==> src/rtl/bcd_tick_timer.sv <==
// -----------------------------------------------------------------------------
// bcd_tick_timer
//
// Multi-digit BCD elapsed-time counter. It counts tick strobes from an upstream
// modulo divider under start / stop / clear control. The count is held as
// packed BCD (digit 0 in bits [3:0]) and is driven straight to the display path.
//
// Optional build macro:
//   BCD_TIMER_SATURATE_EN - when defined, an overflow holds the count at all
//                           nines, sets ovf and moves RUN -> HOLD, pulsing
//                           done. When undefined, the count wraps to zero,
//                           ovf is set and the timer stays in RUN.
//
// Parameters:
//   DIGITS    - number of BCD digits, legal range 1..8
//
// Ports:
//   clock     - system clock; all state changes happen on its rising edge
//   sreset    - synchronous reset, active-high, highest priority
//   tick      - count strobe; one count per cycle it is high while in RUN
//   start     - level; begin counting, or resume from HOLD
//   stop      - level; halt counting (RUN -> HOLD)
//   clear     - level; zero the count and the overflow flag
//   bcd_count - registered BCD count, 4*DIGITS bits
//   running   - registered, high while the FSM is in RUN
//   ovf       - registered sticky overflow flag
//   done      - registered one-cycle pulse on the edge that enters HOLD
// -----------------------------------------------------------------------------
module bcd_tick_timer #(
    parameter int DIGITS = 4
) (
    input  logic                  clock,
    input  logic                  sreset,
    input  logic                  tick,
    input  logic                  start,
    input  logic                  stop,
    input  logic                  clear,
    output logic [4*DIGITS-1:0]   bcd_count,
    output logic                  running,
    output logic                  ovf,
    output logic                  done
);

    localparam int W = 4 * DIGITS;

    typedef enum logic [1:0] {
        IDLE = 2'd0,
        RUN  = 2'd1,
        HOLD = 2'd2
    } state_t;

    // Power-up values match the values forced by sreset.
    state_t         state_r   = IDLE;
    logic [W-1:0]   count_r   = {W{1'b0}};
    logic           ovf_r     = 1'b0;
    logic           running_r = 1'b0;
    logic           done_r    = 1'b0;

    state_t         state_s;
    logic [W-1:0]   count_s;
    logic           ovf_s;
    logic           running_s;
    logic           done_s;
    logic           sat_hold_s;

    // Ripple BCD increment: each digit only advances when everything below it
    // rolled from 9 to 0, so no nibble ever leaves the 0..9 range.
    function automatic logic [W-1:0] bcd_inc(input logic [W-1:0] value);
        logic [W-1:0] result;
        logic         carry;
        result = value;
        carry  = 1'b1;
        for (int i = 0; i < DIGITS; i++) begin
            if (carry) begin
                if (value[4*i +: 4] == 4'd9) begin
                    result[4*i +: 4] = 4'd0;
                    carry            = 1'b1;
                end else begin
                    result[4*i +: 4] = value[4*i +: 4] + 4'd1;
                    carry            = 1'b0;
                end
            end else begin
                result[4*i +: 4] = value[4*i +: 4];
            end
        end
        return result;
    endfunction

    // True when every digit is 9, i.e. the next tick overflows.
    function automatic logic all_nines(input logic [W-1:0] value);
        logic result;
        result = 1'b1;
        for (int i = 0; i < DIGITS; i++) begin
            if (value[4*i +: 4] != 4'd9) begin
                result = 1'b0;
            end else begin
                result = result;
            end
        end
        return result;
    endfunction

    // Next-state, next-count and flag logic.
    always_comb begin
        state_s    = state_r;
        count_s    = count_r;
        ovf_s      = ovf_r;
        sat_hold_s = 1'b0;

        case (state_r)
            IDLE: begin
                // Count is already zero here; clear still zeroes ovf.
                if (clear) begin
                    count_s = {W{1'b0}};
                    ovf_s   = 1'b0;
                end else begin
                    count_s = count_r;
                end
                if (start) begin
                    state_s = RUN;
                end else begin
                    state_s = IDLE;
                end
            end

            RUN: begin
                // clear wins over a tick on the same edge.
                if (clear) begin
                    count_s = {W{1'b0}};
                    ovf_s   = 1'b0;
                end else if (tick) begin
                    if (all_nines(count_r)) begin
`ifdef BCD_TIMER_SATURATE_EN
                        count_s    = count_r;
                        ovf_s      = 1'b1;
                        sat_hold_s = 1'b1;
`else
                        count_s    = {W{1'b0}};
                        ovf_s      = 1'b1;
`endif
                    end else begin
                        count_s = bcd_inc(count_r);
                    end
                end else begin
                    count_s = count_r;
                end
                if (stop || sat_hold_s) begin
                    state_s = HOLD;
                end else begin
                    state_s = RUN;
                end
            end

            HOLD: begin
                // Count frozen; clear beats start.
                if (clear) begin
                    count_s = {W{1'b0}};
                    ovf_s   = 1'b0;
                    state_s = IDLE;
                end else if (start) begin
                    state_s = RUN;
                end else begin
                    state_s = HOLD;
                end
            end

            default: begin
                // Unused encoding 3 recovers to IDLE.
                state_s = IDLE;
                if (clear) begin
                    count_s = {W{1'b0}};
                    ovf_s   = 1'b0;
                end else begin
                    count_s = count_r;
                end
            end
        endcase

        running_s = (state_s == RUN);
        done_s    = (state_r == RUN) && (state_s == HOLD);
    end

    // State and output registers with synchronous reset.
    always_ff @(posedge clock) begin
        if (sreset) begin
            state_r   <= IDLE;
            count_r   <= {W{1'b0}};
            ovf_r     <= 1'b0;
            running_r <= 1'b0;
            done_r    <= 1'b0;
        end else begin
            state_r   <= state_s;
            count_r   <= count_s;
            ovf_r     <= ovf_s;
            running_r <= running_s;
            done_r    <= done_s;
        end
    end

    assign bcd_count = count_r;
    assign running   = running_r;
    assign ovf       = ovf_r;
    assign done      = done_r;

endmodule

==> config.mk <==
export PLATFORM = sky130hd
export DESIGN_NAME = bcd_tick_timer
export DESIGN_NICKNAME = d
export VERILOG_FILES = /design/src/rtl/bcd_tick_timer.sv
export SDC_FILE = /design/constraint.sdc
export NUM_CORES = 1
export LEC_CHECK = 0
export ABC_AREA = 1
export BUFFER_PORTS_ARGS = -buffer_cell sky130_fd_sc_hd__buf_2
export CAP_MARGIN = 20
export CORE_UTILIZATION = 32
export CTS_CLUSTER_DIAMETER = 40
export DETAILED_ROUTE_END_ITERATION = 12
export PLACE_DENSITY_LB_ADDON = 0.12
export SYNTH_ARGS = -nofsm -noshare
export SYNTH_HDL_FRONTEND = slang
export SYNTH_SLANG_ARGS = --single-unit
==> constraint.sdc <==
create_clock -name clock -period 3.25 [get_ports clock]
set_input_delay 0.65 -clock clock [delete_from_list [all_inputs] [get_ports clock]]
set_output_delay 0.65 -clock clock [all_outputs]
set_load 0.1 [all_outputs]
### Word level (Yosys, flattened, before mapping)

Index checks and enable logic that the tools add are counted.

| word-level totals | value |
|---|---|
| flip-flop bits (word level) | 21 |
| output and inout bits | 19 |
| logic and storage cells | 83 |

| cells by class | value |
|---|---|
| $add $sub $neg | 4 |
| equality and inequality tests | 12 |
| mux-type cells | 46 |
| reduce and logical (&&, ||, !) cells | 13 |

Operators by type and width:

| operator | number |
|---|---|
| $mux 16 | 5 |
| $mux 1 | 30 |
| $mux 4 | 7 |
| $add 4x1->4 const B | 4 |
| $eq 4x4->1 const B | 4 |
| $ne 4x4->1 const B | 4 |
| $reduce_and 3->1 | 4 |
| $reduce_bool 3->1 | 3 |
| $mux 2 | 3 |
| $pmux 2 s3 | 1 |
| $reduce_bool 2->1 | 3 |
| $eq 2x1->1 const B | 2 |
| $eq 2x2->1 const B | 2 |
| $logic_not 2->1 | 1 |
| $reduce_and 2->1 | 1 |
| $logic_and 1x1->1 | 1 |

### Longest topological paths before layout

Gate-level depths: netlist of the first run.

| depth | value |
|---|---|
| word-level depth | 27 |
| mapped depth | 10 |

### Worst setup path after synthesis of the first run

Ideal clock, no wire load.

| timing path | value |
|---|---|
| path kind | reg-to-reg |
| start | register count_r[0], in the netlist bcd_count[0] |
| end | register count_r[7], in the netlist bcd_count[7] |
| setup time | 0.117 ns |
| arrival | 1.950 ns |
| required time | 3.133 ns |
| path slack | 1.183 ns |
| stages on the path, launching flop included | 9 |
| path buffers | 0 |
| clock period less this slack | 2.067 ns |
| cell sequence | dfxtp_1 -> ha_1 -> nand3_1 -> nand2_1 -> nand2_1 -> nor2_1 -> nand3_1 -> nand2_1 -> nor2_1 |

| on the way | value |
|---|---|
| longest elaborated chain between the ends | 12 |
| elaborated cells between the ends (all ways) | 20 |

RTL lines:

| element | RTL line | text |
|---|---|---|
| start, declared | 54 | `logic [W-1:0] count_r = {W{1'b0}};` |
| start signal, assigned | 187 | `count_r <= {W{1'b0}};` |
| start signal, assigned | 193 | `count_r <= count_s;` |
| $ne 4x4->1 | 94 | `if (value[4*i +: 4] != 4'd9) begin` |
| $mux 1 (4 in series) | 94 |  |
| $mux 1 | 131 | `end else if (tick) begin` |
| $mux 1 | 128 | `if (clear) begin` |
| $mux 1 | 110 | `case (state_r)` |
| $mux 16 | 132 | `if (all_nines(count_r)) begin` |
| $mux 16 | 131 |  |
| $mux 16 | 128 |  |
| $mux 16 | -- |  |

Parallel ways exist; a longest one is shown, timed or not. The select of a mux whose other input is x is not followed.
A chain may end at the register's enable or synchronous reset.

### Final worst setup path of the first run

| timing path | value |
|---|---|
| start | register count_r[3], in the netlist bcd_count[3] |
| end | output port bcd_count[3] |

RTL lines:

| element | RTL line | text |
|---|---|---|
| end, declared | 38 | `output logic [4*DIGITS-1:0] bcd_count,` |

No word-level cell between the ends.

==> flow_summary.ini, run 1 <==
[status]
run_status = complete, no violations

[worst_setup_path]
critical_path.top_delay_family = buffers and inverters
rr_startpoint = bcd_count[4]$_SDFFE_PP0P_
cp_data_required_time_ns = 2.60
cp_data_arrival_time_ns = 1.17
worstSetupPathType = reg -> out
slowest_stage = buf_2
path_max_fanout = 5
max_stage_delay_ns = 0.47
cp_num_buf_inv = 1
cp-end-kind = output port
crit_chain = buf_2
start_kind = register
startpoint = bcd_count[3]$_SDFFE_PP0P_

[layout]
diodes = 0
num-nets-final = 213
finalInstanceArea_um2 = 1390
utilization_pct = 40.39
drive_above_1_share_pct = 19.19
fillers = 384
syn_to_final_growth_pct = 18.07

[placement]
place_area_um2 = 1344
io_buffers = 24
preCtsSetupSlack_ns = 1.466
hpwl_mm = 1.831
gp_congestion = 0.7513

[sta]
timing.final.ws_setup_ns = 1.433
clock_skew_ns = 0.002168
setup_viol = 0
fin_crit_ns = 1.817
max_slew_margin_pct = 67.75
setup-tns-final_ns = 0
rsz0062_at_grt = no
final_max_slew_viol_count = 0
finalHoldViolCount = 0
hold_ws_ns = 0.4476
fmax_mhz = 550.4
worst-slew-pin-transition_ns = 0.4871
finalCritPeriodShare_pct = 55.90

[route]
via_count = 1069
firstDrtPassIters = 4
ant_nets = 0
drt_iter0_drc = 22
routed_wl_mm = 2.374
drc = 0
wl_per_cell_um = 9.730
vias_per_cell = 4.381

[pwr]
p_sw_w = 0.0001807
pwr-share-clk_pct = 31.5
peakVddDrop_uv = 141.8
p_int_w = 0.0003715
leakage_nw = 0.6753
power.density_nw_per_um2 = 397.3
sw_frac_of_total_pct = 32.73
p_seq_share_pct = 49.5
p_comb_share_pct = 19.0

[global_routing]
grt-ovfl-total = 0
grt_pass1_wl_mm = 4.209
antenna_found_initial = 0
grt_usage_pct = 13.28
grt_start_max_net_pins = 14
grt_pass1_vias = 942

[yosys]
yosys.area.top_type = dfxtp_1
netlist_top_cells_area = dfxtp_1, nand2_1, nor2_1
yosysSeqAreaShare_pct = 35.71
synth_area_per_cell_um2 = 6.845
synth_nets = 186
synth_cell_type_count = 22
synth-seq-cells = 21
syn-cell-area_um2 = 1177
synth_top_cell_area_share_pct = 35.71
synth_warnings = 0
synthCells = 172

[clocking]
cts_buffer_depth = 2
htree_levels = 1
cts.sinks = 21
clk_pin_slew_worst_paths_ns = 0.08
post-cts-setup-buffers = 0
tritoncts = yes
insertion_delay_ns = 0.26
cts_resized = 0
cts_buffers = 3
hold_buffers = 0
cts_root_buf = clkbuf_8

[die]
die_w_um = 62.66
design.core.area_um2 = 3442
die-area_um2 = 3926
ios = 25
die_height_um = 62.66
rows = 21
start_util_pct = 34.21

[hold_path]
hold_class = reg -> reg
hold_start = ovf$_SDFFE_PP0P_

[run]
drv_cap = 0
==> per-layer routing <==
layer | vias up | part of all wire (%) | track usage [%]
met3 | 4 | 4.2 | 2.920
met2 | 17 | 41 | 19.29
met5 | - | 0 | 0
met4 | 0 | 1.7 | 5.233
met1 | 462 | 52 | 18.82
li1 | 586 | - | -
==> state kept, by name, summed over array words and instances, names as in the netlist <==
name / cells
state_r: 2
done: 1
ovf: 1
running: 1
bcd_count: 16
==> power by group through the flow <==
stage / clock (W) / sequential, W / combinational (W)
3_3_place_gp: 0 / 0.000279 / 0.000105
5_1_grt: 0.000199 / 0.000275 / 0.000114
4_1_cts: 0.000178 / 0.000274 / 0.000106
6_report: 0.000174 / 0.000274 / 0.000105
3_5_place_dp: 0 / 0.000280 / 0.000105
2_1_floorplan: 0 / 0.000326 / 0.0000398
==> area by class of cell <==
| class | instances | area (um2) | share of cell area, % |
|---|---|---|---|
| well taps | 46 | 57.56 | 4.140 |
| flip-flops and latches | 21 | 420.4 | 30.24 |
| multi-input cells | 121 | 640.6 | 46.08 |
| clock buffers | 3 | 41.29 | 2.970 |
| clock inverters | 1 | 5.005 | 0.3600 |
| repair buffers | 24 | 120.1 | 8.641 |
| inverters | 28 | 105.1 | 7.561 |
==> cells in the mapped netlist, drive strengths merged <==
cell    instances
xor2            2
buf             1
nand3          19
o21ai           3
ha              8
nor2           32
a21oi          10
o21a            1
xnor2           1
dfxtp          21
nand2          40
nand4           3
nor3            2
inv            28
clkbuf          1
==> final timing paths <==
| check | endpoint | cells past startpoint | slack [ns] |
|---|---|---|---|
| worst max-delay path | bcd_count[3] | 1 | 1.43 |
| worst min-delay path | ovf$_SDFFE_PP0P_ | 2 | 0.45 |
| worst max register to register | bcd_count[9]$_SDFFE_PP0P_ | 8 | 1.81 |
| worst min register to register | ovf$_SDFFE_PP0P_ | 2 | 0.45 |
==> through the flow <==
step	total power, W	std cells
finish	0.0005523	244
global route	0.0005876	244
CTS	0.0005576	244
detailed placement	0.0003851	240
global placement	0.0003843	240
floorplan	0.0003661	172
==> cell families (layout without fill, tap and decap cells) <==
group,Yosys count,count (layout),share of synthesized area (%)
DFF,21,21,35.71
buffers and inverters,30,56,9.883
AOI/OAI and AO/OA,14,14,6.164
xor gates and xnor gates,3,3,2.232
adders and majority gates,8,8,8.502
and+or+nand+nor,96,96,37.51
==> cell usage in the layout (no fill, tap or decap) <==
cell | netlist | final
nor2_1 | 30 | 30
o21ai_0 | 3 | 3
nand4_1 | 3 | 3
dfxtp_1 | 21 | 21
nor2_4 | 1 | 1
a21oi_1 | 10 | 10
clkbuf_8 | 0 | 3
ha_1 | 8 | 8
nand3_1 | 17 | 17
nand3_2 | 1 | 1
nand2_1 | 36 | 36
nand3_4 | 1 | 1
xnor2_1 | 1 | 1
nor3_1 | 2 | 2
o21a_1 | 1 | 1
buf_2 | 0 | 24
inv_1 | 26 | 26
inv_2 | 2 | 2
nor2_2 | 1 | 1
xor2_1 | 2 | 2
nand2_4 | 2 | 2
clkinv_2 | 0 | 1
nand2_2 | 2 | 2
(Power assumes the default switching activity.)
==> run 2: changes to the inputs <==
- clock period: 3.25 -> 1.7 ns (I/O delays scaled with it)
==> flow_summary.ini, run 2 (synthesized netlist as in run 1, its figures left out) <==
[status]
run_status = complete, no violations

[worst_setup_path]
worstSetupPathType = reg -> out
cp_data_arrival_time_ns = 1.13
slowest_stage = buf_2
start_kind = register
crit_chain = buf_2
max_stage_delay_ns = 0.46
rr_startpoint = bcd_count[4]$_SDFFE_PP0P_
cp_num_buf_inv = 1
critical_path.top_delay_family = buffers and inverters
cp_data_required_time_ns = 1.36
cp-end-kind = output port
path_max_fanout = 5
startpoint = bcd_count[6]$_SDFFE_PP0P_

[sta]
fin_crit_ns = 1.472
finalHoldViolCount = 0
finalCritPeriodShare_pct = 86.56
fmax_mhz = 679.6
worst-slew-pin-transition_ns = 0.4873
clock_skew_ns = 0.002322
max_slew_margin_pct = 67.74
timing.final.ws_setup_ns = 0.2285
setup-tns-final_ns = 0
rsz0062_at_grt = no
final_max_slew_viol_count = 0
setup_viol = 0

[die]
die-area_um2 = 3926
rows = 21
start_util_pct = 34.21
ios = 25
die_height_um = 62.66
die_w_um = 62.66
design.core.area_um2 = 3442

[route]
wl_per_cell_um = 10.04
drt_iter0_drc = 92
via_count = 1082
routed_wl_mm = 2.461
drc = 0
vias_per_cell = 4.416
firstDrtPassIters = 4
ant_nets = 0

[pwr]
power.density_nw_per_um2 = 749.7
leakage_nw = 0.6824
pwr-share-clk_pct = 31.3
p_seq_share_pct = 49.6
p_sw_w = 0.0003398
p_int_w = 0.0007173
peakVddDrop_uv = 248.1
p_comb_share_pct = 19.1
sw_frac_of_total_pct = 32.15

[clocking]
cts_buffer_depth = 2
tritoncts = yes
htree_levels = 1
cts_resized = 0
cts_buffers = 3
clk_pin_slew_worst_paths_ns = 0.08
hold_buffers = 0
insertion_delay_ns = 0.26
post-cts-setup-buffers = 0
cts_root_buf = clkbuf_8
cts.sinks = 21

[layout]
syn_to_final_growth_pct = 19.77
seq_area_um2 = 434.2
stdcell_count = 245
num-nets-final = 214
fillers = 375
largest_register_ffs = 16
finalInstanceArea_um2 = 1410
multi_input_comb_area_um2 = 640.6
utilization_pct = 40.97
final_common_cell = nand2_1
layout_common_cells = nand2_1, nor2_1, inv_1
diodes = 0
drive_above_1_share_pct = 24.62

[global_routing]
antenna_found_initial = 0
grt-ovfl-total = 0
grt_pass1_vias = 975
grt_start_max_net_pins = 12
grt_usage_pct = 13.82
grt_pass1_wl_mm = 4.278

[placement]
dp.cells = 241
gp_congestion = 0.7536
hpwl_mm = 1.905
place_area_um2 = 1365
io_buffers = 24
preCtsSetupSlack_ns = 0.3357

[run]
drv_cap = 0

[hold_path]
hold_start = stop
hold_class = in -> reg
-- run 2: final timing paths --
kind | end | slack (ns) | cells past startpoint
setup / recovery | bcd_count[6] | 0.23 | 1
setup reg to reg | bcd_count[9]$_SDFFE_PP0P_ | 0.32 | 8
hold reg to reg | ovf$_SDFFE_PP0P_ | 0.45 | 2
hold / removal | done$_SDFF_PP0_ | 0.34 | 3
-- run 2: metrics by stage --
stage | power [W] | hold slack, ns
after floorplan | 0.0007020 | 0.4768
after global placement | 0.0007384 | 0.4369
after detailed placement | 0.0007389 | 0.4440
after CTS | 0.001075 | 0.3336
after global routing | 0.001123 | 0.3434
final | 0.001057 | 0.3426
-- run 2: layer usage --
layer,vias to the layer above,share of wire (%),global-route usage (%)
met2,21,44,21.47
li1,590,-,-
met1,466,51,17.82
met4,0,2.1,6.977
met3,5,3.6,3.102
met5,-,0,0
-- run 2: area by class of cell --
cell class | instances | share of cell area [%]
Tap cell | 46 | 4.082
Clock buffer | 4 | 3.194
Sequential cell | 21 | 30.79
Multi-Input combinational cell | 121 | 45.43
Timing Repair Buffer | 25 | 9.051
Inverter | 28 | 7.453
-- run 2: power by group through the flow --
stage	Sequential (W)	Clock, W	Combinational (W)
after floorplan	0.000626	0	0.0000758
after global placement	0.000536	0	0.000202
after detailed placement	0.000537	0	0.000202
after CTS	0.000525	0.000347	0.000203
after global routing	0.000528	0.000375	0.000220
final	0.000525	0.000330	0.000202
==> run 3: changes to the inputs <==
- REMOVE_ABC_BUFFERS: unset -> 1
- clock period: 1.7 -> 1.51 ns (I/O delays scaled with it)
==> flow_summary.ini, run 3 (synthesized netlist as in run 1, its figures left out) <==
[status]
run_status = complete, no violations

[layout]
num-nets-final = 216
largest_register_ffs = 16
final_common_cell = nand2_1
layout_common_cells = nand2_1, nor2_1, inv_1
fillers = 380
drive_above_1_share_pct = 20.40
finalInstanceArea_um2 = 1430
diodes = 0
syn_to_final_growth_pct = 21.47

[route]
wl_met1_mm = 1.287
wl_per_cell_um = 10.28
drc = 0
highest_layer = met4
wl_met3_um = 85
firstDrtPassIters = 6
wl_met2_mm = 1.143
via_count = 1082
vias_per_cell = 4.381
routed_wl_mm = 2.540
drt_iter0_drc = 46
ant_nets = 0

[sta]
final_max_slew_viol_count = 0
finalHoldViolCount = 0
fin_crit_ns = 1.457
finalCritPeriodShare_pct = 96.47
setup_viol = 0
rsz0062_at_grt = no
fmax_mhz = 686.5
timing.final.ws_setup_ns = 0.05337
worst-slew-pin-transition_ns = 0.4923
clock_skew_ns = 0.002465
max_slew_margin_pct = 67.40

[clocking]
tritoncts = yes
post-cts-setup-buffers = 0
clk_pin_slew_worst_paths_ns = 0.08
htree_levels = 1
cts.sinks = 21
cts_buffer_depth = 2
cts_buffers = 3
cts_root_buf = clkbuf_8
insertion_delay_ns = 0.26

[pwr]
p_seq_share_pct = 49.0
p_comb_share_pct = 19.4
pwr-share-clk_pct = 31.6
leakage_nw = 0.6907
power.density_nw_per_um2 = 837.8
p_int_w = 0.0008078
p_sw_w = 0.0003904
sw_frac_of_total_pct = 32.58
peakVddDrop_uv = 222.4

[worst_setup_path]
cp-end-kind = output port
slowest_stage = buf_2
cp_data_required_time_ns = 1.21
path_max_fanout = 6
start_kind = register
critical_path.top_delay_family = buffers and inverters
crit_chain = buf_2
worstSetupPathType = reg -> out
max_stage_delay_ns = 0.46
cp_num_buf_inv = 1
cp_data_arrival_time_ns = 1.15

[global_routing]
grt_pass1_wl_mm = 4.257
grt_pass1_vias = 967
antenna_found_initial = 0
grt-ovfl-total = 0
grt_start_max_net_pins = 12
grt_usage_pct = 13.79

[die]
design.core.area_um2 = 3442
die_height_um = 62.66
die-area_um2 = 3926
start_util_pct = 34.21
rows = 21
die_w_um = 62.66
ios = 25

[placement]
hpwl_mm = 1.969
io_buffers = 24
preCtsSetupSlack_ns = 0.1175
place_area_um2 = 1381
gp_congestion = 0.7387

[hold_path]
hold_class = in -> reg

[run]
drv_cap = 0
-- run 3: timing repair --
| item | in CTS | in global routing |
|---|---|---|
| hold buffers | 0 | 0 |
| gates resized for setup | 0 | 2 |
| setup endpoints to repair | 0 | 4 |
-- run 3: worst paths after layout --
kind                                to  cells after the start                        from  slack [ns]
min reg2reg           ovf$_SDFFE_PP0P_                      2            ovf$_SDFFE_PP0P_        0.46
min                    done$_SDFF_PP0_                      3                        stop        0.30
max                      bcd_count[12]                      1  bcd_count[12]$_SDFFE_PP0P_        0.05
max reg2reg  bcd_count[7]$_SDFFE_PP0P_                      9   bcd_count[1]$_SDFFE_PP0P_        0.15
-- run 3: per-layer routing --
metal  global-route usage [%]  up-vias
li1                         -      595
met1                    17.19      468
met2                    22.96       17
met3                    2.555        2
met4                    6.105        0
met5                        0        -
-- run 3: final cells by class --
type | instances | area (um2) | share of cell area, %
clock buffer | 4 | 45.04 | 3.150
inverter | 28 | 105.1 | 7.349
sequential | 21 | 421.7 | 29.48
timing repair buffer | 27 | 160.2 | 11.20
tap | 46 | 57.56 | 4.025
multi-input combinational | 121 | 640.6 | 44.79
-- run 3: through the flow --
stage / cells / utilization [%] / total power, W / TNS (ns) / hold slack [ns]
2_1_floorplan: 170 / - / 0.0007829 / -8.287 / 0.3711
3_3_place_gp: 243 / 40.13 / 0.0008315 / 0 / 0.4404
3_5_place_dp: 243 / 40.13 / 0.0008335 / 0 / 0.4440
4_1_cts: 247 / 41.44 / 0.001217 / 0 / 0.2932
5_1_grt: 247 / 41.55 / 0.001262 / 0 / 0.3058
6_report: 247 / 41.55 / 0.001198 / 0 / 0.2982
-- run 3: power groups by stage --
stage | Combinational, W | Sequential (W) | Clock, W
2_1_floorplan | 0.0000805 | 0.000702 | 0
3_3_place_gp | 0.000232 | 0.000600 | 0
3_5_place_dp | 0.000233 | 0.000601 | 0
4_1_cts | 0.000233 | 0.000588 | 0.000396
5_1_grt | 0.000251 | 0.000591 | 0.000420
6_report | 0.000232 | 0.000587 | 0.000379
